`src/rtl/noc_input_buffer.sv`:
```
// Router input FIFO: show-ahead head flit, 1-cycle write-to-read latency (no fall-through).
// Back-pressures upstream with ret while full; records overflow/underflow attempts in sticky flags.
module noc_input_buffer #(
  parameter int DATA_WIDTH = 32,
  parameter int DEPTH      = 4,
  parameter int ADDR_WIDTH = 2
) (
  input  logic                  clk,
  input  logic                  rst_n,
  input  logic                  val,
  input  logic [DATA_WIDTH-1:0] data_in,
  output logic                  ret,
  output logic                  empty,
  input  logic                  read,
  output logic [DATA_WIDTH-1:0] data_out,
  output logic [ADDR_WIDTH:0]   count,
  output logic                  ovf_err,
  output logic                  udf_err
);

  localparam logic [ADDR_WIDTH:0] FULL_CNT = (ADDR_WIDTH+1)'(DEPTH);

  logic [DATA_WIDTH-1:0] mem_q [DEPTH-1:0];
  logic [DATA_WIDTH-1:0] mem_d [DEPTH-1:0];
  logic [ADDR_WIDTH-1:0] wr_ptr_q, wr_ptr_d;
  logic [ADDR_WIDTH-1:0] rd_ptr_q, rd_ptr_d;
  logic [ADDR_WIDTH:0]   count_q, count_d;
  logic                  ovf_err_q, ovf_err_d;
  logic                  udf_err_q, udf_err_d;
  logic                  push, pop;

  // Outputs depend on registered state only, never on val/read/data_in.
  assign empty    = (count_q == '0);
  assign ret      = (count_q == FULL_CNT);
  assign data_out = mem_q[rd_ptr_q];
  assign count    = count_q;
  assign ovf_err  = ovf_err_q;
  assign udf_err  = udf_err_q;

  always_comb begin
    push      = val & ~ret;
    pop       = read & ~empty;
    mem_d     = mem_q;
    wr_ptr_d  = wr_ptr_q;
    rd_ptr_d  = rd_ptr_q;
    count_d   = count_q;
    ovf_err_d = ovf_err_q | (val & ret);
    udf_err_d = udf_err_q | (read & empty);

    if (push) begin
      mem_d[wr_ptr_q] = data_in;
      wr_ptr_d        = wr_ptr_q + ADDR_WIDTH'(1);
    end
    if (pop) begin
      rd_ptr_d = rd_ptr_q + ADDR_WIDTH'(1);
    end

    case ({push, pop})
      2'b10:   count_d = count_q + (ADDR_WIDTH+1)'(1);
      2'b01:   count_d = count_q - (ADDR_WIDTH+1)'(1);
      default: count_d = count_q;
    endcase
  end

  // Storage array carries no reset; only the control state is cleared.
  always_ff @(posedge clk) begin
    mem_q <= mem_d;
  end

  always_ff @(posedge clk or negedge rst_n) begin
    if (!rst_n) begin
      wr_ptr_q  <= '0;
      rd_ptr_q  <= '0;
      count_q   <= '0;
      ovf_err_q <= 1'b0;
      udf_err_q <= 1'b0;
    end else begin
      wr_ptr_q  <= wr_ptr_d;
      rd_ptr_q  <= rd_ptr_d;
      count_q   <= count_d;
      ovf_err_q <= ovf_err_d;
      udf_err_q <= udf_err_d;
    end
  end

endmodule

```
`config.mk`:
```
export PLATFORM = sky130hd
export DESIGN_NAME = noc_input_buffer
export DESIGN_NICKNAME = d
export VERILOG_FILES = /design/src/rtl/noc_input_buffer.sv
export SDC_FILE = /design/constraint.sdc
export NUM_CORES = 1
export LEC_CHECK = 0
export ABC_AREA = 1
export BUFFER_PORTS_ARGS = -buffer_cell sky130_fd_sc_hd__buf_2
export CORE_ASPECT_RATIO = 0.8
export CORE_UTILIZATION = 44
export CTS_BUF_LIST = sky130_fd_sc_hd__clkbuf_16
export DETAILED_ROUTE_END_ITERATION = 10
export GPL_ROUTABILITY_DRIVEN = 0
export PLACE_DENSITY_LB_ADDON = 0.2
export SLEW_MARGIN = 0
export SYNTH_ARGS = -nofsm -noshare
export SYNTH_HDL_FRONTEND = slang
export SYNTH_SLANG_ARGS = --single-unit
```
`constraint.sdc`:
```
create_clock -name clk -period 3.45 [get_ports clk]
set_input_delay 0.69 -clock clk [delete_from_list [all_inputs] [get_ports clk]]
set_output_delay 0.69 -clock clk [all_outputs]
set_load 0.005 [all_outputs]
```
-- After elaboration in Yosys (flattened, before gate mapping)
Index checks and enable logic that the tools add are counted.
- flip-flop bits (word level): 137
- input port bits: 36
- output and inout port bits: 39
- logic and storage cells: 36
- add/sub/neg operators: 4
- $lt $le $gt $ge: 3
- equal/unequal tests: 3
- mux-type cells: 6
- bitwise operators: 8
- reduce and logical (&&, ||, !) cells: 3
- operator list (cell ; count):
    bitwise mux 128 bit ; 1
    binary-select mux 32 bit (select 2 bit) ; 1
    demux 32 bit (select 2 bit) ; 1
    two-way mux 32 bit ; 2
    < comparator 2 x 3 -> 1 bit (second input constant) ; 2
    case mux 3 bit (2 select lines) ; 1
    adder 2 x 1 -> 2 bit (second input constant) ; 2
    AND 1 bit ; 4
    adder 3 x 1 -> 3 bit (second input constant) ; 1
    == test 3 bit (second input constant) ; 1
    logical NOT 3 bit ; 1
    subtractor 3 x 1 -> 3 bit (second input constant) ; 1
    == test 2 x 1 -> 1 bit (second input constant) ; 1
    == test 2 bit (second input constant) ; 1
    >= comparator 2 x 1 -> 1 bit (second input constant) ; 1
    inverter 1 bit ; 2
    bitwise OR 1 bit ; 2
    nonzero test 2 bit ; 1
    logical AND 1 bit ; 1

-- Longest topological paths before layout
Gate-level depths: netlist of the first run.
- depth in word-level cells: 5
- gate-level depth with buffers: 12
- mapped depth without buffers: 12

-- Least setup slack after synthesis of the first run
Ideal clock, no wire load.
- path kind: input to register
- from: input val
- to: register mem_q[0] (netlist bit), enable pin
- library setup time: 0.421 ns
- arrival: 2.195 ns
- data required time: 3.029 ns
- setup slack: 0.833 ns
- stages on the path: 2
- buffers on the path: 0
- cells stage by stage: nand2_1 > nor2_1
- longest elaborated chain between the ends: 1
- ends and longest elaborated chain (element ; line ; source):
    start, declared ; 10 ; input logic val,
    AND 1 bit ; 41 ; push = val & ~ret;
    end signal, assigned ; 67 ; mem_q <= mem_d;
    end, declared ; 23 ; logic [DATA_WIDTH-1:0] mem_q [DEPTH-1:0];
No other way between the ends.
A chain may end at the register's enable or synchronous reset.

-- Worst setup path in the final report of the first run
- from: register rd_ptr_q[0]
- to: output data_out[10]
- longest elaborated chain between the ends: 2
- ends and longest elaborated chain (element ; line ; source):
    start, declared ; 26 ; logic [ADDR_WIDTH-1:0] rd_ptr_q, rd_ptr_d;
    start signal, assigned ; 79 ; rd_ptr_q <= rd_ptr_d;
    binary-select mux 32 bit (select 2 bit) ; 35 ; assign data_out = mem_q[rd_ptr_q];
    two-way mux 32 bit (implied by the code) ; 35 ;
    end, declared ; 15 ; output logic [DATA_WIDTH-1:0] data_out,
No other way between the ends. The select of a mux whose other input is x is not followed.

==> impl_metrics.tcl, run 1 <==
set metrics [dict create \
    clk_pin_slew_worst_paths_ps 50 \
    ios 75 \
    postCtsSetupBuffers 0 \
    relSlewSlack 0.258 \
    grt_pass1_wl_um 16800 \
    hold_path.class "input pin to asynchronous set/reset pin" \
    finalSetupTns_ps 0 \
    finalHoldViolations 0 \
    power_density_nw_per_um2 859 \
    synth_top_area_cell "edfxtp_1" \
    placed_area_um2 6160 \
    final_area_um2 6710 \
    tightest_slew_ps 1110 \
    cts_resized 0 \
    cp.required_ps 2760 \
    ys_seq_area_frac 0.721 \
    die_x_um 129 \
    fp.dieArea_um2 13300 \
    critPathCaptureType "output port" \
    synth_nets 485 \
    worstSetupStartpoint "rd_ptr_q[0]" \
    place_inst 677 \
    synth.top_cell.area_share 0.681 \
    grt_use_met1 0.227 \
    status "finished, final reports clean" \
    final-setup-viol-count 0 \
    initialDrtViolationCount 163 \
    critPathBufInv 3 \
    grt_overflow 0 \
    slew_violations 0 \
    wl_um 10600 \
    timing.fmax_mhz 355 \
    slowest_delay_ps 480 \
    cts_buffers 17 \
    tritoncts "yes" \
    start_util 0.457 \
    synth-seq-cells 137 \
    drtAntennaViolNets 0 \
    reg2reg_from "count[0]" \
    std_cell_rows 36 \
    cp_slowest_cell "clkinv_2" \
    synthCells 443 \
    final_cells 709 \
    cts_root_buf "clkbuf_16" \
    drc 0 \
    syn_area_um2 5650 \
    p_leak_nw 2.83 \
    first_global_vias 3340 \
    fin_crit_sh 0.816 \
    synth.area.top_cells "edfxtp_1 (68%), o211ai_1 (8.5%), nand2_1 (7.8%), inv_1 (5.5%), dfrtp_1 (4.0%)" \
    grt_usage 0.177 \
    area_growth_pct 18.8 \
    clockBufferDepth 2 \
    min_period_ps 2810 \
    routedWlPerCell_um 15.0 \
    cp_max_fo 44 \
    grtUsageMet2 0.279 \
    cp.arrival_ps 2120 \
    start_kind "flip-flop" \
    rsz0062_at_grt "no" \
    grt_antenna_before_repair 0 \
    maxCapViolations 0 \
    dr_total_vias 3429 \
    vdd_ir_drop_max_v 0.000461 \
    crit_chain "clkinv_2, buf_4, o211ai_1, nand2_1, buf_2" \
    clock_latency_ps 420 \
    grt_max_degree 46 \
    ys_types 17 \
    ys_warn_count 0 \
    die_h_um 103 \
    layout.nets 567 \
    busiest_layer "met2" \
    port_buffers 74 \
    avgSynthCellArea_um2 12.7 \
    n_fill_cell 1056 \
    via_per_inst 4.84 \
    antenna_cells 0 \
    crit_family "buffers and inverters" \
    firstDrtPassIters 4 \
    layout-drive-gt1-share 0.212 \
    core_um2 12300 \
    grt_util_met3 0.0653 \
    finClkSkew_ps 5.85 \
    critPathKind "flip-flop to output port" \
    h-tree-depth 4 \
    hpwl_um 6490 \
    numClockSinks 137 \
    ctsHoldBuffers 0 \
]
stage by stage:
step	util	hold WS (ps)	total power, mW	setup slack [ps]
floorplan	-	394	3.55	833
global placement	0.499	441	4.10	998
detailed placement	0.499	444	4.14	997
CTS	0.543	108	5.83	603
global route	0.543	110	6.12	456
finish	0.543	124	5.76	636
synthesized netlist by cell type:
cell type and count:
buf_6 12, nor2_1 4, nand2_1 117, nand3_1 7, ha_1 5, clkbuf_1 1
dfrtp_1 9, inv_1 83, o21ai_0 1, o211ai_1 64, buf_4 4, xnor2_1 1
buf_2 4, nand4_1 1, inv_2 1, fa_1 1, edfxtp_1 128
registers in the layout, summed over array words and instances, names as in the netlist:
name	cells
count	3
mem_q	128
udf_err	1
rd_ptr_q	2
ovf_err	1
wr_ptr_q	2
power breakdown:
part           switching (mW)  internal, mW
clock network           0.640          1.04
registers              0.0946          2.19
logic                    1.16         0.646
total                    1.89          3.87
path summary, 6_finish.rpt:
| kind | end | slack [ps] | cells past startpoint |
|---|---|---|---|
| hold / removal | udf_err | 120 | 1 |
| setup reg to reg | mem_q[8] | 1220 | 4 |
| hold reg to reg | udf_err | 460 | 2 |
| setup / recovery | data_out[10] | 640 | 5 |
| max in group asynchronous | count[1] | 3140 | 1 |
| min in group clk | udf_err | 460 | 2 |
placed cells by master, fill, tap and decap left out, drive strengths merged, types with 2 or more instances in the layout:
master    count
buf          84
dfrtp         9
ha            5
nor2          4
clkinv        7
bufinv        2
nand3         7
o211ai       64
inv          88
edfxtp      128
clkinvlp      2
clkbuf       17
nand2       117
cell type report:
cell class | instances | area [um^2] | area share
Clock inverter | 15 | 121 | 0.0181
Inverter | 84 | 317 | 0.0472
Tap cell | 171 | 214 | 0.0319
Timing Repair Buffer | 84 | 458 | 0.0683
Sequential cell | 137 | 4070 | 0.607
Clock buffer | 17 | 425 | 0.0634
Multi-Input combinational cell | 201 | 1100 | 0.164
cell families after synthesis:
family | share of synthesized area
DFF | 0.721
and+or+nand+nor | 0.0878
buffers and inverters | 0.0893
AOI/OAI and AO/OA | 0.0860
adders and majority gates | 0.0146
xor gates and xnor gates | 0.00155
routing by layer:
layer,vias to the layer above,part of all wire
met5,-,0
met1,1649,0.47
met4,0,0.0074
met2,82,0.46
met3,9,0.055
li1,1689,-
Note: power is estimated with default switching activity, not from simulation.
==> run 2, diff against run 1 <==
--- a/config.mk
+++ b/config.mk
@@ -5,7 +5,7 @@
 export SDC_FILE = /design/constraint.sdc
 export NUM_CORES = 1
 export LEC_CHECK = 0
-export ABC_AREA = 1
+export ABC_AREA = 0
 export BUFFER_PORTS_ARGS = -buffer_cell sky130_fd_sc_hd__buf_2
 export CORE_ASPECT_RATIO = 0.8
 export CORE_UTILIZATION = 44
==> constraint.sdc (replaced) <==
create_clock -name clk -period 2.3 [get_ports clk]
set_input_delay 0.46 -clock clk [delete_from_list [all_inputs] [get_ports clk]]
set_output_delay 0.46 -clock clk [all_outputs]
set_load 0.005 [all_outputs]
==> impl_metrics.tcl, run 2 <==
set metrics [dict create \
    status "finished, final reports clean" \
    drc 0 \
    synth-seq-cells 137 \
    clockBufferDepth 2 \
    relSlewSlack 0.763 \
    grt_overflow 0 \
    synth.area.top_cells "edfxtp_1 (74%), mux4_2 (12%), dfrtp_1 (4.4%), mux4_1 (2.0%), ha_1 (1.2%)" \
    p_total_mw 8.50 \
    hold_path.class "input pin to flip-flop" \
    ys.flop_type "edfxtp_1" \
    port_buffers 74 \
    die_h_um 99.0 \
    clk_pin_slew_worst_paths_ps 60 \
    slowest_delay_ps 590 \
    core_um2 11500 \
    cp_slowest_cell "mux4_1" \
    first_global_vias 2474 \
    cp_max_fo 21 \
    cts_root_buf "clkbuf_16" \
    antenna_cells 0 \
    dr_total_vias 2383 \
    async_flop_share 0.0657 \
    synth_nets 251 \
    finalHoldViolations 0 \
    via_per_inst 5.14 \
    routedWlPerCell_um 19.0 \
    critPathBufInv 2 \
    cp.arrival_ps 1770 \
    area_growth_pct 23.7 \
    finalSetupTns_ps 0 \
    ys_warn_count 0 \
    largest_register "mem_q" \
    rsz0062_at_grt "no" \
    ys_seq_area_frac 0.787 \
    ys_types 23 \
    synthCells 209 \
    fin_crit_sh 0.968 \
    numClockSinks 137 \
    initialDrtViolationCount 113 \
    tritoncts "yes" \
    yosysMostFrequentCell "edfxtp_1" \
    synth_edf_count 128 \
    finClkSkew_ps 10.3 \
    grt_max_degree 29 \
    clock_latency_ps 410 \
    slew_violations 0 \
    crit_chain "buf_12, mux4_1, buf_2" \
    p_leak_nw 2.29 \
    layout-drive-gt1-share 0.468 \
    drtAntennaViolNets 0 \
    timing.fmax_mhz 449 \
    synth_top_area_cell "edfxtp_1" \
    start_util 0.451 \
    std_cell_rows 35 \
    maxCapViolations 0 \
    die_x_um 123 \
    grt_usage 0.157 \
    largest_reg_flops 128 \
    cts_buffers 17 \
    grt_antenna_before_repair 1 \
    final_common_cell "edfxtp_1" \
    cp.required_ps 1840 \
    hpwl_um 5340 \
    wl_um 8810 \
    power_density_nw_per_um2 1330 \
    vdd_ir_drop_max_v 0.000662 \
    critPathCaptureType "output port" \
    syn_area_um2 5170 \
    fp.dieArea_um2 12200 \
    grt_pass1_wl_um 13500 \
    critPathKind "flip-flop to output port" \
    h-tree-depth 4 \
    layout.nets 346 \
    tightest_slew_ps 355 \
    layout_common_cells "edfxtp_1 (128), buf_2 (74), mux4_2 (28)" \
    avgSynthCellArea_um2 24.7 \
    synth.top_cell.area_share 0.743 \
    synth_common_cells "edfxtp_1 (128), mux4_2 (28), dfrtp_1 (9)" \
    ios 75 \
    min_period_ps 2230 \
    firstDrtPassIters 4 \
    crit_family "multiplexers" \
    start_kind "flip-flop" \
    final-setup-viol-count 0 \
]
==> run 2: cell type report <==
type                       count  area, um^2
clock inverter                14         159
sequential                   137        4070
tap                          148         185
fill                         885        5080
inverter                       6        22.5
clock buffer                  17         425
multi-input combinational     58         995
timing repair buffer          84         539
==> run 2: cell families (layout without fill, tap and decap cells) <==
logic type	count (synthesis)	count (layout)	share of synthesized area
flip-flops	137	137	0.787
XOR/XNOR	6	6	0.0102
adder cells (fa/ha/maj)	6	6	0.0160
AND/OR/NAND/NOR	9	9	0.0135
multiplexers	34	34	0.147
buffers and inverters	14	121	0.0218
AO/OA/AOI/OAI	3	3	0.00460
==> run 2: what timing repair did <==
item | in CTS | in global routing
hold buffers | 1 | 0
setup endpoints to repair | 0 | 6
setup buffers | 0 | 0
gates resized for setup | 0 | 1
hold endpoints to repair | 9 | 0
==> run 2: path summary, 6_finish.rpt <==
kind,start,endpoint,slack (ps),cells after the start
max reg2reg,count[0],count[2],250,9
min reg2reg,udf_err,udf_err,450,1
max,rd_ptr_q[0],data_out[22],70,3
min in group asynchronous,rst_n,udf_err,440,2
min,data_in[11],mem_q[43],260,1
max in group asynchronous,rst_n,rd_ptr_q[0],1660,2
==> run 2: stage by stage <==
stage	worst slack (ps)	std cells	utilization	cell area, um^2	hold WS (ps)
floorplan	308	209	-	5170	164
finish	74.3	464	0.558	6400	265
global placement	367	432	0.505	5800	325
CTS	5.92	464	0.557	6390	250
detailed placement	255	432	0.505	5800	325
global route	16.6	464	0.558	6400	256
==> run 2: layer usage <==
layer	vias to the layer above	track usage	wire length (um)
met4	0	0.0528	66
met5	-	0	0
met2	64	0.240	4250
li1	1058	-	-
met1	1254	0.212	4070
met3	7	0.0550	427
==> run 2: power by group <==
part	switching [mW]	total [mW]	internal (mW)	leakage, nW
logic	1.10	2.32	1.22	0.740
clock network	0.979	2.66	1.69	0.281
registers	0.199	3.52	3.32	1.27
==> run 3, diff against run 2 <==
--- a/config.mk
+++ b/config.mk
@@ -8,7 +8,7 @@
 export ABC_AREA = 0
 export BUFFER_PORTS_ARGS = -buffer_cell sky130_fd_sc_hd__buf_2
 export CORE_ASPECT_RATIO = 0.8
-export CORE_UTILIZATION = 44
+export CORE_UTILIZATION = 50
 export CTS_BUF_LIST = sky130_fd_sc_hd__clkbuf_16
 export DETAILED_ROUTE_END_ITERATION = 10
 export GPL_ROUTABILITY_DRIVEN = 0
==> impl_metrics.tcl, run 3 (synthesis gave the netlist of run 2 again) <==
set metrics [dict create \
    cts_root_buf "clkbuf_16" \
    layout-drive-gt1-share 0.448 \
    layout_common_cells "edfxtp_1 (128), buf_2 (74), mux4_2 (28)" \
    ff2ff_path_depth 9 \
    cp.required_ps 1840 \
    area_growth_pct 21.5 \
    vdd_ir_drop_max_v 0.000872 \
    port_buffers 74 \
    die_h_um 93.0 \
    die_x_um 116 \
    final_common_cell "edfxtp_1" \
    initialDrtViolationCount 122 \
    grt_overflow 0 \
    cp.arrival_ps 1740 \
    critPathCaptureType "output port" \
    tritoncts "yes" \
    dr_total_vias 2339 \
    grt_usage 0.182 \
    whs_path_depth 1 \
    finalSetupTns_ps 0 \
    start_util 0.525 \
    antenna_cells 0 \
    final-setup-viol-count 0 \
    slew_violations 0 \
    hold_path.class "input pin to flip-flop" \
    critPathKind "flip-flop to output port" \
    n_fill_cell 703 \
    fin_crit_sh 0.955 \
    r2r_end "count[2]" \
    multi_input_area_um2 995 \
    start_kind "flip-flop" \
    cts_resized 0 \
    routedWlPerCell_um 18.9 \
    timing.fmax_mhz 455 \
    grt_antenna_before_repair 0 \
    finClkSkew_ps 9.60 \
    via_per_inst 5.16 \
    ios 75 \
    rsz0062_at_grt "no" \
    largest_reg_flops 128 \
    clk_pin_slew_worst_paths_ps 50 \
    core_um2 9850 \
    reg2reg_from "count[0]" \
    drtAntennaViolNets 0 \
    grt_max_degree 24 \
    power_density_nw_per_um2 1290 \
    std_cell_rows 32 \
    hp-start "data_in[3]" \
    rrSetupSlack_ps 270 \
    fp.dieArea_um2 10800 \
    p_leak_nw 2.28 \
    regArea_um2 4070 \
    clock_latency_ps 400 \
    h-tree-depth 4 \
    relSlewSlack 0.738 \
    finalHoldViolations 0 \
    place_inst 420 \
    grt_pass1_wl_um 13500 \
    firstDrtPassIters 6 \
    status "finished, final reports clean" \
    first_global_vias 2453 \
    cp_max_fo 17 \
    worstHoldEndpoint "mem_q[99]" \
    drc 0 \
    cts_buffers 17 \
    tightest_slew_ps 393 \
    numClockSinks 137 \
    maxCapViolations 0 \
    hpwl_um 5440 \
    final_cells 453 \
    wl_um 8580 \
    layout.nets 346 \
    min_period_ps 2200 \
    largest_register "mem_q" \
    clockBufferDepth 2 \
]
==> run 3: cell types whose count changed in the layout (fill, tap and decap cells not counted), sizes merged <==
| cell | before | now |
|---|---|---|
| clkinvlp | 4 | 0 |
| clkinv | 4 | 7 |
| inv | 9 | 13 |
| bufinv | 3 | 1 |
==> run 3: power breakdown <==
part / switching [mW] / internal, mW / leakage, nW
logic: 1.09 / 1.20 / 0.732
registers: 0.178 / 3.32 / 1.27
clock network: 0.914 / 1.43 / 0.281
==> run 3: worst max path at each step <==
stage / from / to / slack [ps] / depth (start not counted)
detailed placement: count[0] / count[2] / 320 / 9
floorplan: count[2] / mem_q[0] / 310 / 3
CTS: rd_ptr_q[0] / data_out[20] / 70 / 3
global placement: count[0] / count[2] / 360 / 9
finish: rd_ptr_q[0] / data_out[22] / 100 / 3
global route: rd_ptr_q[0] / data_out[22] / 30 / 3
==> run 3: repair_timing <==
item / 4_1_cts / 5_1_grt
buffers inserted: 0 / 0
endpoints found under the hold margin: 9 / 0
hold buffers: 1 / 0
==> run 3: area by class of cell <==
| type | count | share of cell area |
|---|---|---|
| Clock buffer | 17 | 0.0677 |
| Clock inverter | 15 | 0.0139 |
| Inverter | 6 | 0.00358 |
| Multi-Input combinational cell | 58 | 0.158 |
| Sequential cell | 137 | 0.648 |
| Tap cell | 136 | 0.0271 |
| Timing Repair Buffer | 84 | 0.0813 |
==> run 3: metal layers <==
layer  global-route usage  vias up  wire length [um]
met5                    0        -                 0
met4               0.0705        0                46
met3               0.0746        5               555
met2                0.260       67              4050
met1                0.250     1203              3930
li1                     -     1064                 -
==> run 3: worst max-delay path, stage by stage, from the launching register on <==
cell and delay [ps]:
dfrtp_2 410, buf_12 190, mux4_1 580, buf_2 150
==> run 3: per-stage QoR <==
| step | setup slack [ps] | power [mW] | utilization | hold slack (ps) | cell area [um^2] |
|---|---|---|---|---|---|
| final | 103 | 8.13 | 0.638 | 268 | 6280 |
| after global routing | 27.7 | 8.56 | 0.638 | 255 | 6280 |
| after CTS | 70.8 | 8.24 | 0.638 | 253 | 6280 |
| after detailed placement | 315 | 5.89 | 0.585 | 326 | 5760 |
| after global placement | 356 | 5.86 | 0.585 | 329 | 5760 |
| after floorplan | 308 | 5.02 | - | 164 | 5170 |
